===== src/rtl/mul_pkg.sv =====
// Shared types and sizing helpers for the FP multiplier normalise/shift stage.
// The stage-1 payload struct is sized from the package default widths, so the
// top-level EXPO_W/MANT_W parameters are expected to stay at these defaults.
package mul_pkg;

    localparam int MUL_EXPO_W = 8;
    localparam int MUL_MANT_W = 23;

    // Product width for a stored mantissa width: two (hidden+mantissa) factors.
    function automatic int pw_of(input int mant_w);
        return 2 * mant_w + 2;
    endfunction

    // Width of leading-zero and shift counts; must hold the value PW itself.
    function automatic int lzw_of(input int pw);
        return $clog2(pw) + 1;
    endfunction

    // Internal exponent width: two guard bits for overflow and negative range.
    function automatic int ew_of(input int expo_w);
        return expo_w + 2;
    endfunction

    localparam int MUL_PW   = pw_of(MUL_MANT_W);
    localparam int MUL_EW   = ew_of(MUL_EXPO_W);
    localparam int MUL_LZ_W = lzw_of(MUL_PW);

    typedef enum logic [1:0] {
        OVF  = 2'd0,
        ZERO = 2'd1,
        NORM = 2'd2,
        SUB  = 2'd3
    } norm_case_e;

    // Everything stage 2 needs to finish the beat without re-deriving anything.
    typedef struct packed {
        logic [MUL_EW-1:0]   expo;
        logic [MUL_PW-1:0]   mant;
        logic                ftz;
        norm_case_e          ncase;
        logic [MUL_LZ_W-1:0] lz;
        logic [MUL_LZ_W-1:0] shamt;
    } s1_payload_t;

endpackage


===== src/rtl/mul_lzc.sv =====
// Combinational leading-zero counter. Counts zeros from the MSB of i_data
// downward; an all-zero input reports W and raises o_zero.
module mul_lzc
    import mul_pkg::*;
#(
    parameter int W     = MUL_PW - 1,
    parameter int CNT_W = $clog2(W + 1)
) (
    input  logic [W-1:0]     i_data,
    output logic [CNT_W-1:0] o_cnt,
    output logic             o_zero
);

    // Ascending scan: the last set bit seen is the highest one, which sets the count.
    always_comb begin
        o_cnt  = CNT_W'(W);
        o_zero = 1'b1;
        for (int i = 0; i < W; i++) begin
            if (i_data[i]) begin
                o_cnt  = CNT_W'(W - 1 - i);
                o_zero = 1'b0;
            end
        end
    end

endmodule


===== src/rtl/mul_norm_shift_pipe.sv =====
// Post-multiply normalise / subnormal-shift stage.
// Stage 1 classifies the product (overflow, zero, normal, subnormal), counts
// leading zeros and picks a shift amount. Stage 2 runs one barrel shifter with
// a sticky OR-reduce and registers the result for the rounder.
module mul_norm_shift_pipe
    import mul_pkg::*;
#(
    parameter int EXPO_W = MUL_EXPO_W,
    parameter int MANT_W = MUL_MANT_W,
    localparam int EW    = ew_of(EXPO_W),
    localparam int PW    = pw_of(MANT_W),
    localparam int LZ_W  = lzw_of(PW)
) (
    input  logic          clk,
    input  logic          rst,
    input  logic          in_valid,
    output logic          in_ready,
    input  logic [EW-1:0] in_expo,
    input  logic [PW-1:0] in_mant,
    input  logic          in_ftz,
    output logic          out_valid,
    input  logic          out_ready,
    output logic [EW-1:0] out_expo,
    output logic [PW-1:0] out_mant,
    output logic          out_sticky,
    output logic          out_uflow,
    output logic          out_zero
);

    localparam logic signed [EW-1:0] EXPO_ZERO = '0;
    localparam logic signed [EW:0]   SAT_LIM   = (EW + 1)'(PW);

    // Right-shift amounts at or beyond PW all mean "everything falls into sticky".
    function automatic logic [LZ_W-1:0] sat_rshift(input logic signed [EW:0] amt);
        if (amt >= SAT_LIM) begin
            return LZ_W'(PW);
        end
        return LZ_W'(amt);
    endfunction

    // ------------------------------------------------------------------
    // Handshake: each stage can take a beat when empty or when draining.
    // ------------------------------------------------------------------
    logic w_ready_p1;
    logic w_ready_p2;
    logic r_vld_p1;
    logic r_vld_p2;

    assign w_ready_p2 = !r_vld_p2 || out_ready;
    assign w_ready_p1 = !r_vld_p1 || w_ready_p2;
    assign in_ready   = w_ready_p1;
    assign out_valid  = r_vld_p2;

    // ------------------------------------------------------------------
    // Stage 1 input side: classification and shift selection
    // ------------------------------------------------------------------
    logic [LZ_W-1:0]      w_lz;
    logic                 w_lz_allzero;
    logic signed [EW-1:0] w_expo_s;
    logic signed [EW-1:0] w_lz_s;
    logic signed [EW:0]   w_rsh_amt;
    norm_case_e           w_case;
    logic [LZ_W-1:0]      w_shamt;
    s1_payload_t          w_s1;
    s1_payload_t          r_s1_p1;

    mul_lzc #(
        .W     (PW - 1),
        .CNT_W (LZ_W)
    ) u_lzc (
        .i_data (in_mant[PW-2:0]),
        .o_cnt  (w_lz),
        .o_zero (w_lz_allzero)
    );

    assign w_expo_s  = $signed(in_expo);
    assign w_lz_s    = $signed(EW'(w_lz));
    // 1-expo needs one extra bit: the most negative exponent would otherwise wrap.
    assign w_rsh_amt = $signed((EW + 1)'(1)) - $signed({in_expo[EW-1], in_expo});

    // Pick the case and the single shift amount stage 2 will apply.
    always_comb begin
        w_case  = SUB;
        w_shamt = '0;
        if (in_mant[PW-1]) begin
            w_case  = OVF;
            w_shamt = LZ_W'(1);
        end else if (w_lz_allzero) begin
            w_case  = ZERO;
        end else if ((w_expo_s > EXPO_ZERO) && (w_expo_s > w_lz_s)) begin
            w_case  = NORM;
            w_shamt = w_lz;
        end else if (w_expo_s > EXPO_ZERO) begin
            // Partial left shift: stops where the exponent would reach zero.
            w_shamt = LZ_W'(in_expo - EW'(1));
        end else begin
            w_shamt = sat_rshift(w_rsh_amt);
        end
    end

    // Pack the stage-1 payload.
    always_comb begin
        w_s1       = '0;
        w_s1.expo  = in_expo;
        w_s1.mant  = in_mant;
        w_s1.ftz   = in_ftz;
        w_s1.ncase = w_case;
        w_s1.lz    = w_lz;
        w_s1.shamt = w_shamt;
    end

    // ------------------------------------------------------------------
    // Stage 1 register
    // ------------------------------------------------------------------
    // Stage-1 valid: cleared on reset so in-flight beats are dropped.
    always_ff @(posedge clk or posedge rst) begin
        if (rst) begin
            r_vld_p1 <= 1'b0;
        end else if (w_ready_p1) begin
            r_vld_p1 <= in_valid;
        end
    end

    // Stage-1 payload: datapath only, qualified by the valid bit.
    always_ff @(posedge clk) begin
        if (in_valid && w_ready_p1) begin
            r_s1_p1 <= w_s1;
        end
    end

    // ------------------------------------------------------------------
    // Stage 2: barrel shift, sticky reduce, result selection
    // ------------------------------------------------------------------
    logic            w_rsh_full;
    logic [PW-1:0]   w_rmask;
    logic [PW-1:0]   w_rsh_mant;
    logic            w_rsh_sticky;
    logic [PW-1:0]   w_lsh_mant;
    logic            w_sub_left;
    logic [EW-1:0]   w_res_expo;
    logic [PW-1:0]   w_res_mant;
    logic            w_res_sticky;
    logic            w_res_uflow;
    logic            w_res_zero;

    assign w_rsh_full   = (r_s1_p1.shamt >= LZ_W'(PW));
    assign w_rmask      = w_rsh_full ? '1 : ((PW'(1) << r_s1_p1.shamt) - PW'(1));
    assign w_rsh_mant   = w_rsh_full ? '0 : (r_s1_p1.mant >> r_s1_p1.shamt);
    assign w_rsh_sticky = |(r_s1_p1.mant & w_rmask);
    assign w_lsh_mant   = r_s1_p1.mant << r_s1_p1.shamt;
    assign w_sub_left   = ($signed(r_s1_p1.expo) > EXPO_ZERO);

    // Select the result fields for the registered case.
    always_comb begin
        w_res_expo   = '0;
        w_res_mant   = '0;
        w_res_sticky = 1'b0;
        w_res_uflow  = 1'b0;
        case (r_s1_p1.ncase)
            OVF: begin
                // Shift amount is 1, so the sticky mask covers just bit 0.
                w_res_expo   = r_s1_p1.expo + EW'(1);
                w_res_mant   = w_rsh_mant;
                w_res_sticky = w_rsh_sticky;
            end
            NORM: begin
                w_res_expo = r_s1_p1.expo - EW'(r_s1_p1.lz);
                w_res_mant = w_lsh_mant;
            end
            SUB: begin
                w_res_uflow = 1'b1;
                if (!r_s1_p1.ftz) begin
                    if (w_sub_left) begin
                        w_res_mant = w_lsh_mant;
                    end else begin
                        w_res_mant   = w_rsh_mant;
                        w_res_sticky = w_rsh_sticky;
                    end
                end
            end
            default: begin
                // ZERO: everything stays cleared.
            end
        endcase
    end

    assign w_res_zero = (w_res_mant == '0);

    // ------------------------------------------------------------------
    // Stage 2 register: the module outputs
    // ------------------------------------------------------------------
    logic [EW-1:0] r_expo_p2;
    logic [PW-1:0] r_mant_p2;
    logic          r_sticky_p2;
    logic          r_uflow_p2;
    logic          r_zero_p2;

    // Output stage: hold while stalled, load when stage 1 hands a beat over.
    always_ff @(posedge clk or posedge rst) begin
        if (rst) begin
            r_vld_p2    <= 1'b0;
            r_expo_p2   <= '0;
            r_mant_p2   <= '0;
            r_sticky_p2 <= 1'b0;
            r_uflow_p2  <= 1'b0;
            r_zero_p2   <= 1'b0;
        end else begin
            if (w_ready_p2) begin
                r_vld_p2 <= r_vld_p1;
            end
            if (r_vld_p1 && w_ready_p2) begin
                r_expo_p2   <= w_res_expo;
                r_mant_p2   <= w_res_mant;
                r_sticky_p2 <= w_res_sticky;
                r_uflow_p2  <= w_res_uflow;
                r_zero_p2   <= w_res_zero;
            end
        end
    end

    assign out_expo   = r_expo_p2;
    assign out_mant   = r_mant_p2;
    assign out_sticky = r_sticky_p2;
    assign out_uflow  = r_uflow_p2;
    assign out_zero   = r_zero_p2;

endmodule


===== config.mk =====
export PLATFORM = sky130hd
export DESIGN_NAME = mul_norm_shift_pipe
export DESIGN_NICKNAME = d
export VERILOG_FILES = /design/src/rtl/mul_pkg.sv /design/src/rtl/mul_lzc.sv /design/src/rtl/mul_norm_shift_pipe.sv
export SDC_FILE = /design/constraint.sdc
export NUM_CORES = 1
export LEC_CHECK = 0
export BUFFER_PORTS_ARGS = -buffer_cell sky130_fd_sc_hd__buf_4
export CORE_ASPECT_RATIO = 1.4
export CORE_UTILIZATION = 55
export DETAILED_ROUTE_END_ITERATION = 8
export PLACE_DENSITY = 0.84
export SKIP_LAST_GASP = 1
export SLEW_MARGIN = 20
export SYNTH_ARGS = -nofsm -noshare
export SYNTH_HDL_FRONTEND = slang
export SYNTH_SLANG_ARGS = --single-unit

===== constraint.sdc =====
create_clock -name clk -period 4.4 [get_ports clk]
set_clock_uncertainty 0.2 [all_clocks]
set_input_delay 0.88 -clock clk [delete_from_list [all_inputs] [get_ports clk]]
set_output_delay 0.88 -clock clk [all_outputs]
set_load 0.1 [all_outputs]

==> results.json <==
{
  "synth_most_common_cell": "nand2_1",
  "setup_viol": 0,
  "crit_slowest_cell": "or3_1",
  "reg2reg_depth": 12,
  "grt_pass1_wl_um": 78700,
  "grt_overflow": 0,
  "min_from": "out_mant[33]$_DFFE_PP0P_",
  "worstMarginPinSlew_ns": 0.975,
  "crit_required_ns": 4.51,
  "grt_antenna_before_repair": 1,
  "rr_startpoint": "r_s1_p1[1]$_SDFFCE_PP0P_",
  "cp_common_cell": "o31ai_2",
  "min_path_cells": 2,
  "dp.cells": 1922,
  "layoutNonFillerInstCount": 1954,
  "yosys.cell_types.count": 87,
  "place_congestion": 1.09,
  "fin_area_um2": 15800,
  "syn_nets": 1560,
  "critical-path-max-stage-delay_ns": 0.38,
  "critPathMaxFanout": 3,
  "syn_avg_cell_area_um2": 9.08,
  "path_buf_inv": 1,
  "route.detailed.drc": 0,
  "synthArstFlopShare": 0.460,
  "portBuffers": 125,
  "cts_sinks": 137,
  "drt_first_pass_iters": 9,
  "cts_tree": "yes",
  "htree_levels": 4,
  "met1_usage": 0.497,
  "gr-usage-all-layers": 0.422,
  "start_util": 0.560,
  "cp.depth": 20,
  "first_global_vias": 13000,
  "power_density_nw_per_um2": 336,
  "ant_nets": 0,
  "setup_ws_ns": 0.218,
  "cts_hold_buf": 0,
  "gr-usage-met2": 0.681,
  "regArea_um2": 3800,
  "ir_drop_mv": 0.295,
  "viasPerCell": 7.11,
  "syn_inst": 1474,
  "clkTransAtPathRegs_ns": 0.06,
  "ys_top_cells_by_count": "194 x nand2_1, 139 x o21ai_0, 118 x nor2_1",
  "dr_total_vias": 13900,
  "coreArea_um2": 23900,
  "die_w_um": 134,
  "top_usage_layer": "met2",
  "cts_buffers": 17,
  "worstHoldPathType": "reg -> reg",
  "wl_per_cell_um": 26.7,
  "synth_top_area_cell": "edfxtp_1",
  "rsz0062_at_grt": "no",
  "dpl_cell_area_um2": 15200,
  "path_delay_family": "compound AO/OA/AOI/OAI gates",
  "row_count": 67,
  "finalCritPeriodShare": 0.951,
  "worstSetupEndpointType": "register",
  "syn_to_final_growth_pct": 17.9,
  "synth-edff-count": 74,
  "dp_hpwl_um": 39600,
  "relSlewSlack": 0.350,
  "clock_path_buffers": 2,
  "cts_root_buffer": "clkbuf_16",
  "die_h_um": 187,
  "fill_cells": 1951,
  "worstPathCellList": "buf_4 -> o31ai_2 -> a211oi_1 -> o31a_1 -> o31ai_2 -> a21boi_1 -> o31ai_2 -> a21oi_2 -> nand2_1 -> ha_1 -> nor2b_1 -> o21a_1 -> o21a_1 -> o21ai_1 -> nand2b_1 -> a21oi_1 -> o21ai_1 -> and2_4 -> or3_1 -> a21oi_2",
  "multiInputGateArea_um2": 8870,
  "holdWs_ns": 0.277,
  "finalWirelength_um": 52300,
  "drive_above_1_share": 0.269,
  "yosysWarnings": 0,
  "synth_ff_type": "edfxtp_1",
  "min_period_ns": 4.18,
  "ys_seq_area_frac": 0.284,
  "die_area_um2": 25000,
  "maxCapViolations": 0,
  "drt_iter0_markers": 2272,
  "fmax_ghz": 0.239,
  "outcome": "finished clean",
  "globalRouteMet3Util": 0.0810,
  "crit_start": "in_mant[3]",
  "synth_area_leaders": "edfxtp_1 17%, dfrtp_1 12%, mux4_2 11%",
  "path_class": "in -> reg",
  "p_leak_uw": 0.00650,
  "grt_max_degree": 115,
  "finalHoldViolations": 0,
  "ios": 126,
  "critical_path_arrival_ns": 4.29,
  "synth_area_um2": 13400,
  "fin_nets": 1717,
  "yosysTopAreaCellShare": 0.166,
  "diodes": 0,
  "pre_cts_ws_ns": -0.440,
  "synth-seq-cells": 137,
  "insertion_delay_ns": 0.46,
  "critPathLaunchType": "primary input",
  "r2r_slack_ns": 0.31,
  "slew_violations": 0
}
## flip-flops by register name, summed over array words and instances, names as in the netlist
register    count
r_vld_p1        1
out_uflow       1
out_sticky      1
out_mant       48
out_zero        1
out_expo       10
out_valid       1
r_s1_p1        74
## cells by family after synthesis
group	Yosys count	share of synthesized area
AOI/OAI and AO/OA	421	0.200
xor gates and xnor gates	9	0.00589
adders and majority gates	23	0.0221
buffers and inverters	165	0.0561
DFF	137	0.284
muxes	215	0.258
and+or+nand+nor	504	0.174
## power breakdown
part | total, uW | switching, uW | internal (uW)
clock | 1400 | 660 | 740
combinational | 2290 | 1520 | 773
sequential | 1610 | 132 | 1480
total | 5300 | 2310 | 2990
## layout make-up
type / instances / area share
well taps: 310 / 0.0246
multi-input cells: 1172 / 0.562
inverters: 43 / 0.0103
clock buffers: 17 / 0.0269
flip-flops and latches: 137 / 0.241
clock inverters: 15 / 0.00864
repair buffers: 260 / 0.127
## what timing repair did
action,in CTS,in global routing
resized for setup,2,7
endpoints found under the setup margin,1,8
endpoints found under the hold margin,0,0
setup buffers,0,0
pin swaps,2,2
## worst paths after layout
path	to
setup / recovery	r_s1_p1[4]$_SDFFCE_PP0P_
setup reg to reg	out_zero$_DFFE_PP0P_
max in group asynchronous	out_mant[36]$_DFFE_PP0P_
hold / removal	out_mant[33]$_DFFE_PP0P_
min in group asynchronous	out_expo[6]$_DFFE_PP0P_
hold reg to reg	out_mant[33]$_DFFE_PP0P_
## cells in the final DEF (no fill, tap or decap), drive strengths merged, types with 7 or more instances in the layout
| cell | synthesis | layout |
|---|---|---|
| nor2 | 118 | 118 |
| a211o | 7 | 7 |
| o21ai | 142 | 142 |
| mux2 | 51 | 51 |
| or2 | 11 | 11 |
| a21o | 10 | 10 |
| buf | 64 | 260 |
| ha | 22 | 22 |
| nand4 | 19 | 19 |
| a211oi | 11 | 11 |
| nand2 | 195 | 195 |
| a22oi | 7 | 7 |
| nand2b | 13 | 13 |
| clkinv | 0 | 7 |
| nor3 | 36 | 36 |
| o22ai | 17 | 17 |
| o211ai | 26 | 26 |
| or3 | 11 | 11 |
| clkbuf | 58 | 17 |
| o31ai | 15 | 15 |
| nand3 | 41 | 41 |
| dfrtp | 63 | 63 |
| a31oi | 12 | 12 |
| mux4 | 89 | 89 |
| mux2i | 75 | 75 |
| edfxtp | 74 | 74 |
| a21oi | 92 | 92 |
| nor2b | 13 | 13 |
| inv | 43 | 48 |
| nor4 | 14 | 14 |
| o221ai | 16 | 16 |
| and2 | 7 | 7 |
## stage by stage
step	util	TNS, ns	total power (uW)
2_1_floorplan	-	0	3130
3_3_place_gp	0.636	-2.73	3820
3_5_place_dp	0.636	-2.87	3850
4_1_cts	0.660	0	5230
5_1_grt	0.661	0	5460
6_report	0.661	0	5300
## per-layer routing
layer / part of all wire / vias to the layer above
met3: 0.094 / 255
met2: 0.47 / 1151
met5: 0.00023 / -
met1: 0.35 / 6494
li1: - / 5987
met4: 0.087 / 2
## worst register-to-register path, cell delays in order, from the launching register on
cell and delay [ns]:
edfxtp_1 0.76, buf_12 0.27, buf_4 0.24, mux4_2 0.38, mux2i_1 0.36, nand2_1 0.13
o211ai_1 0.22, o211ai_1 0.15, nand3_1 0.23, nor3b_2 0.24, nand4b_1 0.11, nor4_1 0.49
a32o_2 0.25
No activity file was read; power rests on OpenSTA's default activity.
